## src/rtl/rv_byte_loader.sv

```systemverilog
// rv_byte_loader: upstream program-load stage for the RISC-V top level.
// Synchronises a raw byte strobe, assembles bytes little-endian into 32-bit
// words, buffers them in a 2-entry FIFO and presents each word with a
// sequential word address on a valid/ready write port.
//
// Ports:
//   clk          system clock, all state on the rising edge
//   rst_n        synchronous active-low reset
//   byte_in      program byte from pins
//   strobe_pin   raw asynchronous byte strobe (one byte per rising edge)
//   clr          synchronous soft clear (does not touch the synchroniser)
//   instr_data   FIFO head word
//   instr_addr   word address of the FIFO head
//   instr_valid  FIFO non-empty
//   instr_ready  downstream accepts the head when high with instr_valid
//   byte_phase   bytes captured into the current partial word
//   overrun      sticky flag: a completed word was dropped
module rv_byte_loader #(
  parameter int unsigned ADDR_W = 8
) (
  input  logic              clk,
  input  logic              rst_n,
  input  logic [7:0]        byte_in,
  input  logic              strobe_pin,
  input  logic              clr,
  output logic [31:0]       instr_data,
  output logic [ADDR_W-1:0] instr_addr,
  output logic              instr_valid,
  input  logic              instr_ready,
  output logic [1:0]        byte_phase,
  output logic              overrun
);

  logic              s1, s2, s3;
  logic              accept;
  logic              word_done;
  logic              pop;
  logic [1:0]        phase;
  logic [23:0]       partial;
  logic [31:0]       full_word;
  logic [31:0]       head, tail;
  logic [1:0]        count;
  logic [ADDR_W-1:0] addr;
  logic              ovr;

  // s1 is the metastability catcher; s2/s3 form the rising-edge detector.
  assign accept    = s2 & ~s3;
  assign word_done = accept & (phase == 2'd3);
  // The final byte goes straight into the pushed word on the same edge.
  assign full_word = {byte_in, partial};
  assign pop       = (count != 2'd0) & instr_ready;

  assign instr_data  = head;
  assign instr_addr  = addr;
  assign instr_valid = (count != 2'd0);
  assign byte_phase  = phase;
  assign overrun     = ovr;

  always_ff @(posedge clk) begin
    if (!rst_n) begin
      s1 <= 1'b0;
      s2 <= 1'b0;
      s3 <= 1'b0;
    end else begin
      s1 <= strobe_pin;
      s2 <= s1;
      s3 <= s2;
    end
  end

  always_ff @(posedge clk) begin
    if (!rst_n || clr) begin
      phase   <= '0;
      partial <= '0;
      head    <= '0;
      tail    <= '0;
      count   <= '0;
      addr    <= '0;
      ovr     <= 1'b0;
    end else begin
      if (accept) begin
        phase <= phase + 2'd1;
        case (phase)
          2'd0:    partial[7:0]   <= byte_in;
          2'd1:    partial[15:8]  <= byte_in;
          2'd2:    partial[23:16] <= byte_in;
          default: ;
        endcase
      end

      if (pop) addr <= addr + 1'b1;

      // head is the FIFO output slot, tail the second entry.
      case ({word_done, pop})
        2'b11: begin
          if (count == 2'd2) begin
            head <= tail;
            tail <= full_word;
          end else begin
            head <= full_word;
          end
        end
        2'b01: begin
          head  <= tail;
          count <= count - 2'd1;
        end
        2'b10: begin
          if (count == 2'd0) begin
            head  <= full_word;
            count <= 2'd1;
          end else if (count == 2'd1) begin
            tail  <= full_word;
            count <= 2'd2;
          end else begin
            ovr <= 1'b1;
          end
        end
        default: ;
      endcase
    end
  end

endmodule

```

## config.mk

```make
export PLATFORM = sky130hd
export DESIGN_NAME = rv_byte_loader
export DESIGN_NICKNAME = d
export VERILOG_FILES = /design/src/rtl/rv_byte_loader.sv
export SDC_FILE = /design/constraint.sdc
export NUM_CORES = 1
export LEC_CHECK = 0
export BUFFER_PORTS_ARGS = -buffer_cell sky130_fd_sc_hd__buf_2
export CAP_MARGIN = 20
export CORE_MARGIN = 1.5
export CORE_UTILIZATION = 50
export CTS_CLUSTER_DIAMETER = 30
export DETAILED_ROUTE_END_ITERATION = 6
export HOLD_SLACK_MARGIN = 0.06
export PLACE_DENSITY_LB_ADDON = 0.12
export SKIP_LAST_GASP = 1
export SLEW_MARGIN = 20
export SYNTH_ARGS = -nofsm -noshare
export SYNTH_HDL_FRONTEND = slang
export SYNTH_SLANG_ARGS = --single-unit
```

## constraint.sdc

```tcl
create_clock -name clk -period 4.6 [get_ports clk]
set_clock_uncertainty 0.1 [all_clocks]
set_input_delay 0.92 -clock clk [delete_from_list [all_inputs] [get_ports clk]]
set_output_delay 0.92 -clock clk [all_outputs]
set_load 0.1 [all_outputs]
```

# Word-level counts from Yosys, hierarchy flattened
# Cells that the tools add are included.
# classes
addsub	3
multipliers	0
div	0
magnitude_cmp	0
n_eq_ne	13
n_shift	0
muxes	10
bitwise_logic	6
reduce_logical	15
# op_table
cell	n
$mux 32	5
$pmux 32 s3	1
$pmux 32 s2	1
$eq 2x2->1 const B	5
$reduce_and 2->1	5
$add 8x1->8 const B	1
$ne 2x2->1 const B	4
$eq 2x1->1 const B	3
$reduce_bool 2->1	3
$logic_not 2->1	2
$mux 2	2
$pmux 2 s2	1
$reduce_and 4->1	1
$and 1x1->1	3
$ne 3x3->1 const B	1
$not 1->1	3
$reduce_and 3->1	1
$reduce_bool 3->1	1
$add 2x1->2 const B	1
$sub 2x1->2 const B	1
$logic_not 1->1	1
$logic_or 1x1->1	1
# totals
reg_bits	104
latch_bits	0
mem_bits_rw	0
romBits	0
input_bits	13
out_inout_bits	44
elab_cells	59
mem_count	0

# Logic depth before layout (Yosys ltp)
# Gate-level depths: netlist of the first run.
# logic_depth
ltp_word	6
ltp_mapped	12
depth_no_buf	9

# Worst setup path before layout of the first run
# No wires, ideal clock.
# synth_timing
path_kind	reg2reg
start	register phase[0] (netlist: byte_phase[0])
end	register head[31] (netlist: instr_data[31])
setup_time_ns	0.141
arrival_time_ns	2.679
required_ns	4.359
setup_slack_ns	1.681
path_stages_with_launch	9
n_path_buf	1
synth_period_minus_slack_ns	2.919
cell_sequence	dfxtp_1 > ha_1 > nand2_1 > inv_1 > ha_1 > mux2_2 > buf_4 > a221oi_2 > nor3_2
# synth_between
elab_chain_len	5
word_cells_on_any_way	9
classes_between	eq/ne (5); mux (1); bitwise (1); reduce/logical (2)
# synth_rtl
element	line_no	rtl
start: declaration	38	logic [1:0] phase;
start signal: assignment	82	phase <= phase + 2'd1;
$eq 2x2->1 *	48	assign word_done = accept & (phase == 2'd3);
$and 1x1->1 *	48	
$eq 2x2->1 / $eq 2x1->1 (equally long branches)	94	case ({word_done, pop})
$ne 2x2->1 (no line) / $reduce_bool 3->1 (equally long branches)	-	
$reduce_and 2->1 (no line)	-	
end signal: assignment	97	head <= tail;
end signal: assignment	100	head <= full_word;
end signal: assignment	104	head <= tail;
end: declaration	41	logic [31:0] head, tail;
# Mark *: on every way between the ends. The rest lies on a longest branch, timed or not.
# A chain may end at the register's enable or synchronous reset.

# Worst setup path in the final report of the first run
# layout_timing
start	register count[0]
end	register head[1] (netlist: instr_data[1])
# layout_between
elab_chain_len	5
word_cells_on_any_way	12
classes_between	eq/ne (5); mux (2); bitwise (1); reduce/logical (4)
# layout_rtl
element	line_no	rtl
start: declaration	42	logic [1:0] count;
start signal: assignment	105	count <= count - 2'd1;
$reduce_bool 2->1	51	assign pop = (count != 2'd0) & instr_ready;
$and 1x1->1	51	
$eq 2x2->1 / $eq 2x1->1 (equally long branches)	94	
$ne 2x2->1 (no line) / $reduce_bool 3->1 (equally long branches)	-	
$reduce_and 2->1 (no line)	-	
# Parallel ways exist; a longest one is shown, timed or not.

==> metrics, run 1 <==
r2r setup slk 1210 ps; status finished, final reports clean; routed vias/inst 5.487; CP max FO 32; top-level I/O count 57; max-cap violations 0; Initial DRC Count 76; CORE AREA just under 9000 µm²; gp weighted congestion 0.7665; unrepaired setup endpoints after global routing false; Max-slew headroom 29.73%; largest net degree at the start of global routing 80; die area 9641 µm²; CTS tree done; wire length per cell around 14 µm; DR vias 3281; Final Hold Fails 0; Post-Syn Area 4531 µm²; CP Class reg -> reg; final setup TNS 0 ps; Tot GR Track Use 18.48%; delay-heaviest family, CP multiplexers; CP max stage cell mux2_2; Resize count post-CTS 0; CTS H-tree depth 3; crit-path max cell delay just under 1000 ps; clk_lat worst skew ~350 ps; input/output buffers 56; CP startpoint kind register; setup bufs post-CTS 0; number of remaining DRC errors 0; Lkg Pwr 0.001881 µW; WP buf/inv 2; gr ovfl total 0; post-layout util 56.92%; Worst setup EP type register; Rows 34; Yosys reg bits 104; vias in the first global route 3078; Synth async-reset ratio 0%; Fmax 294.9 MHz; clock root cell clkbuf_8; initial antenna violation count 0; Cells after Synth 448; register area share after synthesis 45.95%; CTS Buf Count 9; Diodes inserted 0; Avg Cell Area, Syn approximately 10 µm²; worst-case clock buffer depth 2; Clock Sinks 104; clk slew on worst S/H paths 90 ps; Hold Path Origin s1$_SDFF_PN0_; hpwl dp 5.581 mm; Post-Route WL roughly 8.6 mm; share of layout cells above drive strength 1 29.80%; Peak VDD IR 130.8 µV; Design Area, Final 4989 µm²; CTS Hold Bufs 0; worst slew pin tran 1054 ps; Req. time, crit path approximately 4800 ps; chip height 98.19 µm; Hold/Removal Path Class reg -> reg; Placement Cell Area ~4800 µm²; global-route wire length before repair 14.61 mm; synth-to-layout area growth 10.11%; Antenna Nets Post-Route 0; Power Density between 300 and 400 nW/µm²; CP Launch Point count[0]$_SDFFE_PP0P_; worst r2r src count[0]$_SDFFE_PP0P_; distinct cell type count after synthesis 34; TritonRoute pass-1 iters 6; fin. max-slew vios 0; number of enable flip-flop cells after synthesis 0; Die Wd 98.19 µm; Critical Path AT 3560 ps; min Tclk post-route approximately 3400 ps; Initial Utilization 51.70%; Syn Nets 472; ys flop type dfxtp_1; Tcrit/Tclk final 73.71%; Ys Warns 0; Final nets 509; final setup violation count 0; critical path cell sequence inv_1, ha_1, nor2b_2, inv_1, ha_1, mux2_2, a221oi_1, nor3_1
worst reg2reg max path: cells and delay by family (launching register included):
family,cells,cell delay (ps)
adder cells (fa/ha/maj),2,750
flip-flops,1,380
AND/OR/NAND/NOR,2,690
AO/OA/AOI/OAI,1,220
buffers and inverters,2,170
multiplexers,1,980
state kept, by name, summed over array words and instances, names as in the netlist:
register and count:
overrun 1, s3 1, instr_data 32, byte_phase 2
count 2, s2 1, partial 24, s1 1
instr_addr 8, tail 32
path summary, 6_finish.rpt:
path / to / depth (start not counted)
setup reg to reg: instr_data[1]$_SDFFE_PP0P_ / 8
setup / recovery: instr_data[1]$_SDFFE_PP0P_ / 8
hold reg to reg: s2$_SDFF_PN0_ / 1
hold / removal: s2$_SDFF_PN0_ / 1
cells in the mapped netlist (5+ instances only):
cell type    n  area share, %
nor3_2      30            6.6
clkbuf_1    16            1.3
xor2_1       6            1.2
nor2_1      79            6.5
a21oi_1     29            3.2
mux2i_1     35            7.7
ha_1        11            3.0
nand2_1     31            2.6
buf_2        5           0.55
a221oi_2    30            9.9
nand3_1     24            2.7
inv_1        8           0.66
buf_6        9            2.2
dfxtp_1    104             46
logic make-up after synthesis:
kind of cell | after synthesis | share of synthesized area [%]
AO/OA/AOI/OAI | 66 | 14.69
multiplexers | 36 | 7.981
AND/OR/NAND/NOR | 180 | 20.91
flip-flops | 104 | 45.95
adder cells (fa/ha/maj) | 11 | 3.038
buffers and inverters | 43 | 5.882
XOR/XNOR | 8 | 1.547
stage by stage:
step	hold WS [ps]	power, µW	setup WS (ps)	std cells
after global routing	377.9	1609	965.1	598
after global placement	314.0	967.2	1120	582
after floorplan	311.8	949.2	1681	448
after CTS	351.7	1569	1178	598
final	345.2	1551	1209	598
after detailed placement	327.6	967.4	1015	582
layout by cell type (no fill, tap or decap), drive strengths merged, types with 3 or more instances in the layout:
cell type and n:
dfxtp 104, nor2 79, buf 61, mux2i 35
nor3 33, a221oi 32, nand2 31, a21oi 30
nand3 24, ha 11, clkbuf 11, inv 8
xor2 6, nand4 3, and2 3
cell type report:
cell class	count	area (µm²)
inverters	8	30.03
repair buffers	61	317.8
clock buffers	11	131.4
clock inverters	5	81.33
fillers	803	3775
well taps	108	135.1
multi-input cells	301	2211
flip-flops and latches	104	2082
where the power goes:
group / switching (µW) / internal [µW] / leakage [µW]
combinational: 33.1 / 9.20 / 0.000939
sequential: 1.78 / 902 / 0.000838
clock: 298 / 307 / 0.000104
per-layer routing:
metal  track usage [%]  wire [µm]  vias to the layer above
met2             30.13       4062                       54
met3             3.150        296                        5
met4             6.609         60                        0
li1                  -          -                     1633
met1             24.78       4201                     1589
met5                 0          0                        -
No activity file was read; power rests on OpenSTA's default activity.
==> run 2: changes to the inputs <==
==> constraint.sdc (replaced) <==
create_clock -name clk -period 2.8 [get_ports clk]
set_clock_uncertainty 0.1 [all_clocks]
set_input_delay 0.56 -clock clk [delete_from_list [all_inputs] [get_ports clk]]
set_output_delay 0.56 -clock clk [all_outputs]
set_load 0.1 [all_outputs]
==> metrics, run 2 (synthesized netlist as in run 1, its figures left out) <==
Max-slew headroom 52.83% (was 29.73%); Initial DRC Count 155 (was 76); Net Switching 581.3 µW (was 332.8 µW); hpwl dp 5.956 mm (was 5.581 mm); CTS tree done (unchanged); delay-heaviest family, CP adder cells (was multiplexers); final setup TNS 0 ps (unchanged); status finished, final reports clean (unchanged); global-route wire length before repair 15.01 mm (was 14.61 mm); total stage count of the critical path 9 (was 8); M1 GR Usage 25.52% (was 24.78%); Logic pwr share 3.1% (was 2.7%); r2r setup slk 210 ps (was 1210 ps); CP Launch Point count[0]$_SDFFE_PP0P_ (unchanged); die area 9641 µm² (unchanged); input/output buffers 56 (unchanged); CP startpoint kind register (unchanged); Tcrit/Tclk final 92.36% (was 73.71%); commonest cells after routing, fill and taps aside 102 x dfxtp_1, 78 x nor2_1, 56 x buf_2 (was 104 x dfxtp_1, 79 x nor2_1, 56 x buf_2); TritonRoute pass-1 iters 4 (was 6); Diodes inserted 0 (unchanged); Final Hold Fails 0 (unchanged); Worst setup EP type register (unchanged); clock root cell clkbuf_8 (unchanged); Design Area, Final 5117 µm² (was 4989 µm²); sequential share of power 61.0% (was 58.3%); DR vias 3316 (was 3281); worst-case clock buffer depth 2 (unchanged); Clock Sinks 104 (unchanged); Antenna Nets Post-Route 0 (unchanged); Final nets 525 (was 509); non-filler instance count after layout 614 (was 598); gp weighted congestion 0.7676 (was 0.7665); Power Density 475.4 nW/µm² (was 310.9 nW/µm²); M2 GR Usage 30.29% (was 30.13%); CP max stage cell ha_2 (was mux2_2); Fmax 386.7 MHz (was 294.9 MHz); routed vias/inst 5.401 (was 5.487); unrepaired setup endpoints after global routing false (unchanged); Critical Path Most Common Cell inv_1; min Tclk post-route 2586 ps (was 3391 ps); Post-Route WL 9.127 mm (was 8.621 mm); vias in the first global route 3107 (was 3078); switching share of power 23.89% (was 21.46%); Die Wd 98.19 µm (unchanged); final worst slack 213.8 ps (was 1209 ps); synth-to-layout area growth 12.95% (was 10.11%); critical path cell sequence inv_1, ha_1, nor2b_2, inv_1, ha_2, mux2_2, buf_4, a221oi_1, nor3_1 (was inv_1, ha_1, nor2b_2, inv_1, ha_1, mux2_2, a221oi_1, nor3_1); gr busiest metal met2 (unchanged); worst r2r src count[0]$_SDFFE_PP0P_ (unchanged); max-cap violations 0 (unchanged); Setup WS pre-CTS -81.56 ps (was 1015 ps); most common cell after layout, fill and taps aside dfxtp_1 (unchanged); final setup violation count 0 (unchanged); CP Class reg -> reg (unchanged); crit-path max cell delay 440 ps (was 980 ps); WP buf/inv 3 (was 2); Lkg Pwr 0.001948 µW (was 0.001881 µW); fin. max-slew vios 0 (unchanged); met3 Use GR 4.724% (was 3.150%); Reg-to-Reg End instr_data[1]$_SDFFE_PP0P_ (unchanged); chip height 98.19 µm (unchanged); Internal 1851 µW (was 1218 µW); DP Cell Count 592 (was 582); R2R depth 9 (was 8); Hold Path Origin strobe_pin (was s1$_SDFF_PN0_); worst setup path endpoint instr_data[1]$_SDFFE_PP0P_ (unchanged); worst slew pin tran 707.5 ps (was 1054 ps); top-level I/O count 57 (unchanged); number of remaining DRC errors 0 (unchanged); Rows 34 (unchanged); clock share of power 35.9% (was 39.0%); gr ovfl total 0 (unchanged); CP max FO 16 (was 32); Peak VDD IR 275.5 µV (was 130.8 µV); Critical Path AT 2720 ps (was 3560 ps); clk slew on worst S/H paths 100 ps (was 90 ps); Placement Cell Area 4878 µm² (was 4776 µm²); Initial Utilization 51.70% (unchanged); CTS Buf Count 9 (unchanged); Req. time, crit path 2930 ps (was 4770 ps); share of layout cells above drive strength 1 33.20% (was 29.80%); largest net degree at the start of global routing 48 (was 80); CTS H-tree depth 3 (unchanged); CORE AREA 8763 µm² (unchanged); wire length per cell 14.86 µm (was 14.42 µm); Hold/Removal Path Class in -> reg (was reg -> reg); initial antenna violation count 0 (unchanged); minimum hold slack 304.3 ps (was 345.2 ps); Tot GR Track Use 19.21% (was 18.48%); clk_lat worst skew 370 ps (was 350 ps)
## run 2: metrics by stage
stage / total power, µW / utilization (%)
after detailed placement: 1593 / 55.67
after CTS: 2459 / 57.82
after global placement: 1593 / 55.67
after global routing: 2528 / 58.40
after floorplan: 1559 / -
final: 2433 / 58.40
## run 2: timing repair
action                                 in CTS  in global routing
setup endpoints to repair                   6                 21
hold buffers                                0                  0
buffers inserted                            0                  5
resized for setup                           0                  3
cloned                                      1                  0
endpoints found under the hold margin       0                  0
## run 2: how the worst min path moves through the flow
stage	endpoint	slack [ps]	cells past startpoint
6_report	s1$_SDFF_PN0_	300	2
4_1_cts	s1$_SDFF_PN0_	290	2
2_1_floorplan	s2$_SDFF_PN0_	310	1
3_3_place_gp	s2$_SDFF_PN0_	320	1
3_5_place_dp	s2$_SDFF_PN0_	330	1
5_1_grt	s1$_SDFF_PN0_	290	2
## run 2: power groups by stage
stage	clock (µW)	sequential, µW	combinational (µW)
6_report	874	1480	74.3
5_1_grt	963	1490	80.0
4_1_cts	901	1480	74.3
3_5_place_dp	0	1520	74.4
3_3_place_gp	0	1520	74.0
2_1_floorplan	0	1520	38.6
## run 2: cell type report
cell class	count	area [µm²]
timing repair buffer	76	455.4
clock inverter	6	42.54
sequential	104	2085
multi-input combinational	302	2232
tap	108	135.1
inverter	8	30.03
clock buffer	10	137.6
fill	802	3646
## run 2: worst reg2reg max path: stages, from the launching register on
cell      delay (ps)
dfxtp_1          380
inv_1             80
ha_1             220
nor2b_2          120
inv_1             50
ha_2             440
mux2_2           410
buf_4            230
a221oi_1         340
nor3_1            80
## run 2: routing by layer
layer  part of all wire [%]  vias to the layer above
li1                       -                     1676
met1                     48                     1568
met2                     46                       61
met3                    4.4                       11
met4                    1.5                        0
met5                      0                        -
==> run 3: changes to the inputs <==
--- a/config.mk
+++ b/config.mk
@@ -5,6 +5,7 @@
 export SDC_FILE = /design/constraint.sdc
 export NUM_CORES = 1
 export LEC_CHECK = 0
+export ABC_AREA = 1
 export BUFFER_PORTS_ARGS = -buffer_cell sky130_fd_sc_hd__buf_2
 export CAP_MARGIN = 20
 export CORE_MARGIN = 1.5
==> metrics, run 3 <==
Resize count post-CTS 0 (unchanged); CTS Hold Bufs 0 (unchanged); post-synth top area cell dfxtp_1 (unchanged); CORE AREA 9864 µm² (was 8763 µm²); min Tclk post-route 2367 ps (was 2586 ps); CP startpoint kind register (unchanged); number of enable flip-flop cells after synthesis 0 (unchanged); Ys Warns 0 (unchanged); non-filler instance count after layout 978 (was 614); Critical Path AT 2570 ps (was 2720 ps); gp weighted congestion 0.8324 (was 0.7676); post-synth top area share 40.67% (was 45.95%); hpwl dp 7.994 mm (was 5.956 mm); fin. max-slew vios 0 (unchanged); Worst setup EP type register (unchanged); ys flop type dfxtp_1 (unchanged); gr ovfl total 0 (unchanged); distinct cell type count after synthesis 22 (was 34); M1 GR Usage 30.60% (was 25.52%); most common cell in the synthesized netlist nand2_1 (was dfxtp_1); status finished, final reports clean (unchanged); wire length per cell 13.14 µm (was 14.86 µm); final setup TNS 0 ps (unchanged); Synth async-reset ratio 0% (unchanged); initial antenna violation count 0 (unchanged); vias in the first global route 4601 (was 3107); Power Density 462.6 nW/µm² (was 475.4 nW/µm²); Lkg Pwr 0.002554 µW (was 0.001948 µW); top-level I/O count 57 (unchanged); Post-Route WL 12.85 mm (was 9.127 mm); M2 GR Usage 41.44% (was 30.29%); setup bufs post-CTS 0 (unchanged); top post-synthesis cells by area dfxtp_1 41%, nand2_1 20%, nor2_1 10% (was dfxtp_1 46%, a221oi_2 9.9%, mux2i_1 7.7%); Peak VDD IR 258.4 µV (was 275.5 µV); top cell types by occurrence after synthesis 272 x nand2_1, 142 x nor2_1, 104 x dfxtp_1 (was 104 x dfxtp_1, 79 x nor2_1, 35 x mux2i_1); Final nets 864 (was 525); CTS Buf Count 9 (unchanged); Rows 36 (was 34); largest net degree at the start of global routing 79 (was 48); CP Class reg -> reg (unchanged); unrepaired setup endpoints after global routing false (unchanged); Antenna Nets Post-Route 0 (unchanged); Hold/Removal Path Class in -> reg (unchanged); Clock Sinks 104 (unchanged); worst-case clock buffer depth 2 (unchanged); DP Cell Count 962 (was 592); gr busiest metal met2 (unchanged); worst slew pin tran 569.9 ps (was 707.5 ps); TritonRoute pass-1 iters 5 (was 4); Syn Nets 831 (was 472); Post-Syn Area 5119 µm² (was 4531 µm²); number of remaining DRC errors 0 (unchanged); Fmax 422.4 MHz (was 386.7 MHz); clk slew on worst S/H paths 100 ps (about the same); Initial DRC Count 193 (was 155); synth-to-layout area growth 10.93% (was 12.95%); CTS H-tree depth 3 (unchanged); share of layout cells above drive strength 1 10.77% (was 33.20%); FILL cells 969 (was 802); Die Wd 104.2 µm (was 98.19 µm); chip height 104.2 µm (was 98.19 µm); final setup violation count 0 (unchanged); Initial Utilization 51.89% (was 51.70%); Avg Cell Area, Syn 6.343 µm² (was 10.11 µm²); Max-slew headroom 61.91% (was 52.83%); input/output buffers 56 (unchanged); most common cell after layout, fill and taps aside nand2_1 (was dfxtp_1); Cells after Synth 807 (was 448); register area share after synthesis 40.67% (was 45.95%); max-cap violations 0 (unchanged); CP max FO 32 (was 16); global-route wire length before repair 21.46 mm (was 15.01 mm); Req. time, crit path 3000 ps (was 2930 ps); CTS tree done (unchanged); minimum hold slack 266.1 ps (was 304.3 ps); Tot GR Track Use 24.31% (was 19.21%); Diodes inserted 0 (unchanged); Tcrit/Tclk final 84.54% (was 92.36%); Yosys reg bits 104 (unchanged); DR vias 4977 (was 3316); met3 Use GR 3.634% (was 4.724%); Final Hold Fails 0 (unchanged); clk_lat worst skew 370 ps (about the same); routed vias/inst 5.089 (was 5.401); clock root cell clkbuf_8 (unchanged); die area 10850 µm² (was 9641 µm²); commonest cells after routing, fill and taps aside 272 x nand2_1, 142 x nor2_1, 104 x dfxtp_1 (was 102 x dfxtp_1, 78 x nor2_1, 56 x buf_2)
==> run 3: cell types whose count changed after synthesis, moves of 6 or more <==
cell      before  now
a21oi_1       29   42
a221oi_2      30    0
buf_2          5   16
buf_6          9    3
inv_1          8   63
mux2i_1       35    0
nand2_1       31  272
nor2_1        79  142
nor3_2        30    0
o21ai_0        0   68
o21ai_1        0   19
==> run 3: cells by family (layout without fill, tap and decap cells) <==
group | count (synthesis) | count (layout) | synth area share (%)
adder cells (fa/ha/maj) | 11 | 11 | 2.689
flip-flops | 104 | 104 | 40.67
buffers and inverters | 112 | 150 | 9.338
AND/OR/NAND/NOR | 448 | 448 | 34.17
AO/OA/AOI/OAI | 131 | 131 | 12.96
XOR/XNOR | 1 | 1 | 0.1711
==> run 3: layout make-up <==
type | instances | area [µm²] | share of cell area (%)
multi-input cells | 591 | 2559 | 45.06
flip-flops and latches | 104 | 2082 | 36.67
clock buffers | 9 | 123.9 | 2.182
inverters | 67 | 251.5 | 4.429
repair buffers | 67 | 400.4 | 7.052
clock inverters | 7 | 95.09 | 1.675
well taps | 133 | 166.4 | 2.931
==> run 3: worst paths after layout <==
path	from	end	cells after the start	slack, ps
min reg2reg	s1$_SDFF_PN0_	s2$_SDFF_PN0_	2	330
min	strobe_pin	s1$_SDFF_PN0_	3	270
max reg2reg	count[0]$_SDFFE_PP0P_	instr_data[7]$_SDFFE_PP0P_	14	430
max	count[0]$_SDFFE_PP0P_	instr_data[7]$_SDFFE_PP0P_	14	430
==> run 3: worst max-delay path: stages (launching register included) <==
cell and delay [ps]:
dfxtp_1 370, inv_1 80, ha_1 250, inv_2 80, nand2_1 70, buf_4 180
inv_1 140, ha_1 160, buf_4 360, nand2_1 110, nand2_1 80, nand2_1 50
nand2_1 90, nand2_1 60, a21oi_1 120
==> run 3: metal layers <==
metal | wire length (µm) | share of wire [%]
met1 | 5861 | 46
met2 | 6117 | 48
met3 | 616 | 4.8
met4 | 256 | 2.0
met5 | 0 | 0
==> run 3: metrics by stage <==
| step | worst slack [ps] | util [%] | area, µm² | total power [µW] |
|---|---|---|---|---|
| 6_report | 432.8 | 57.56 | 5678 | 2627 |
| 4_1_cts | 433.5 | 57.56 | 5678 | 2655 |
| 5_1_grt | 199.5 | 57.56 | 5678 | 2728 |
| 3_3_place_gp | 527.4 | 55.34 | 5459 | 1619 |
| 3_5_place_dp | 457.2 | 55.34 | 5459 | 1621 |
| 2_1_floorplan | 186.8 | - | 5119 | 1586 |
==> run 3: report_power, final <==
| part | internal [µW] | total [µW] | switching [µW] |
|---|---|---|---|
| clock | 506 | 1040 | 534 |
| sequential | 1480 | 1490 | 3.07 |
| combinational | 30.1 | 101 | 71.1 |
| total | 2020 | 2630 | 608 |
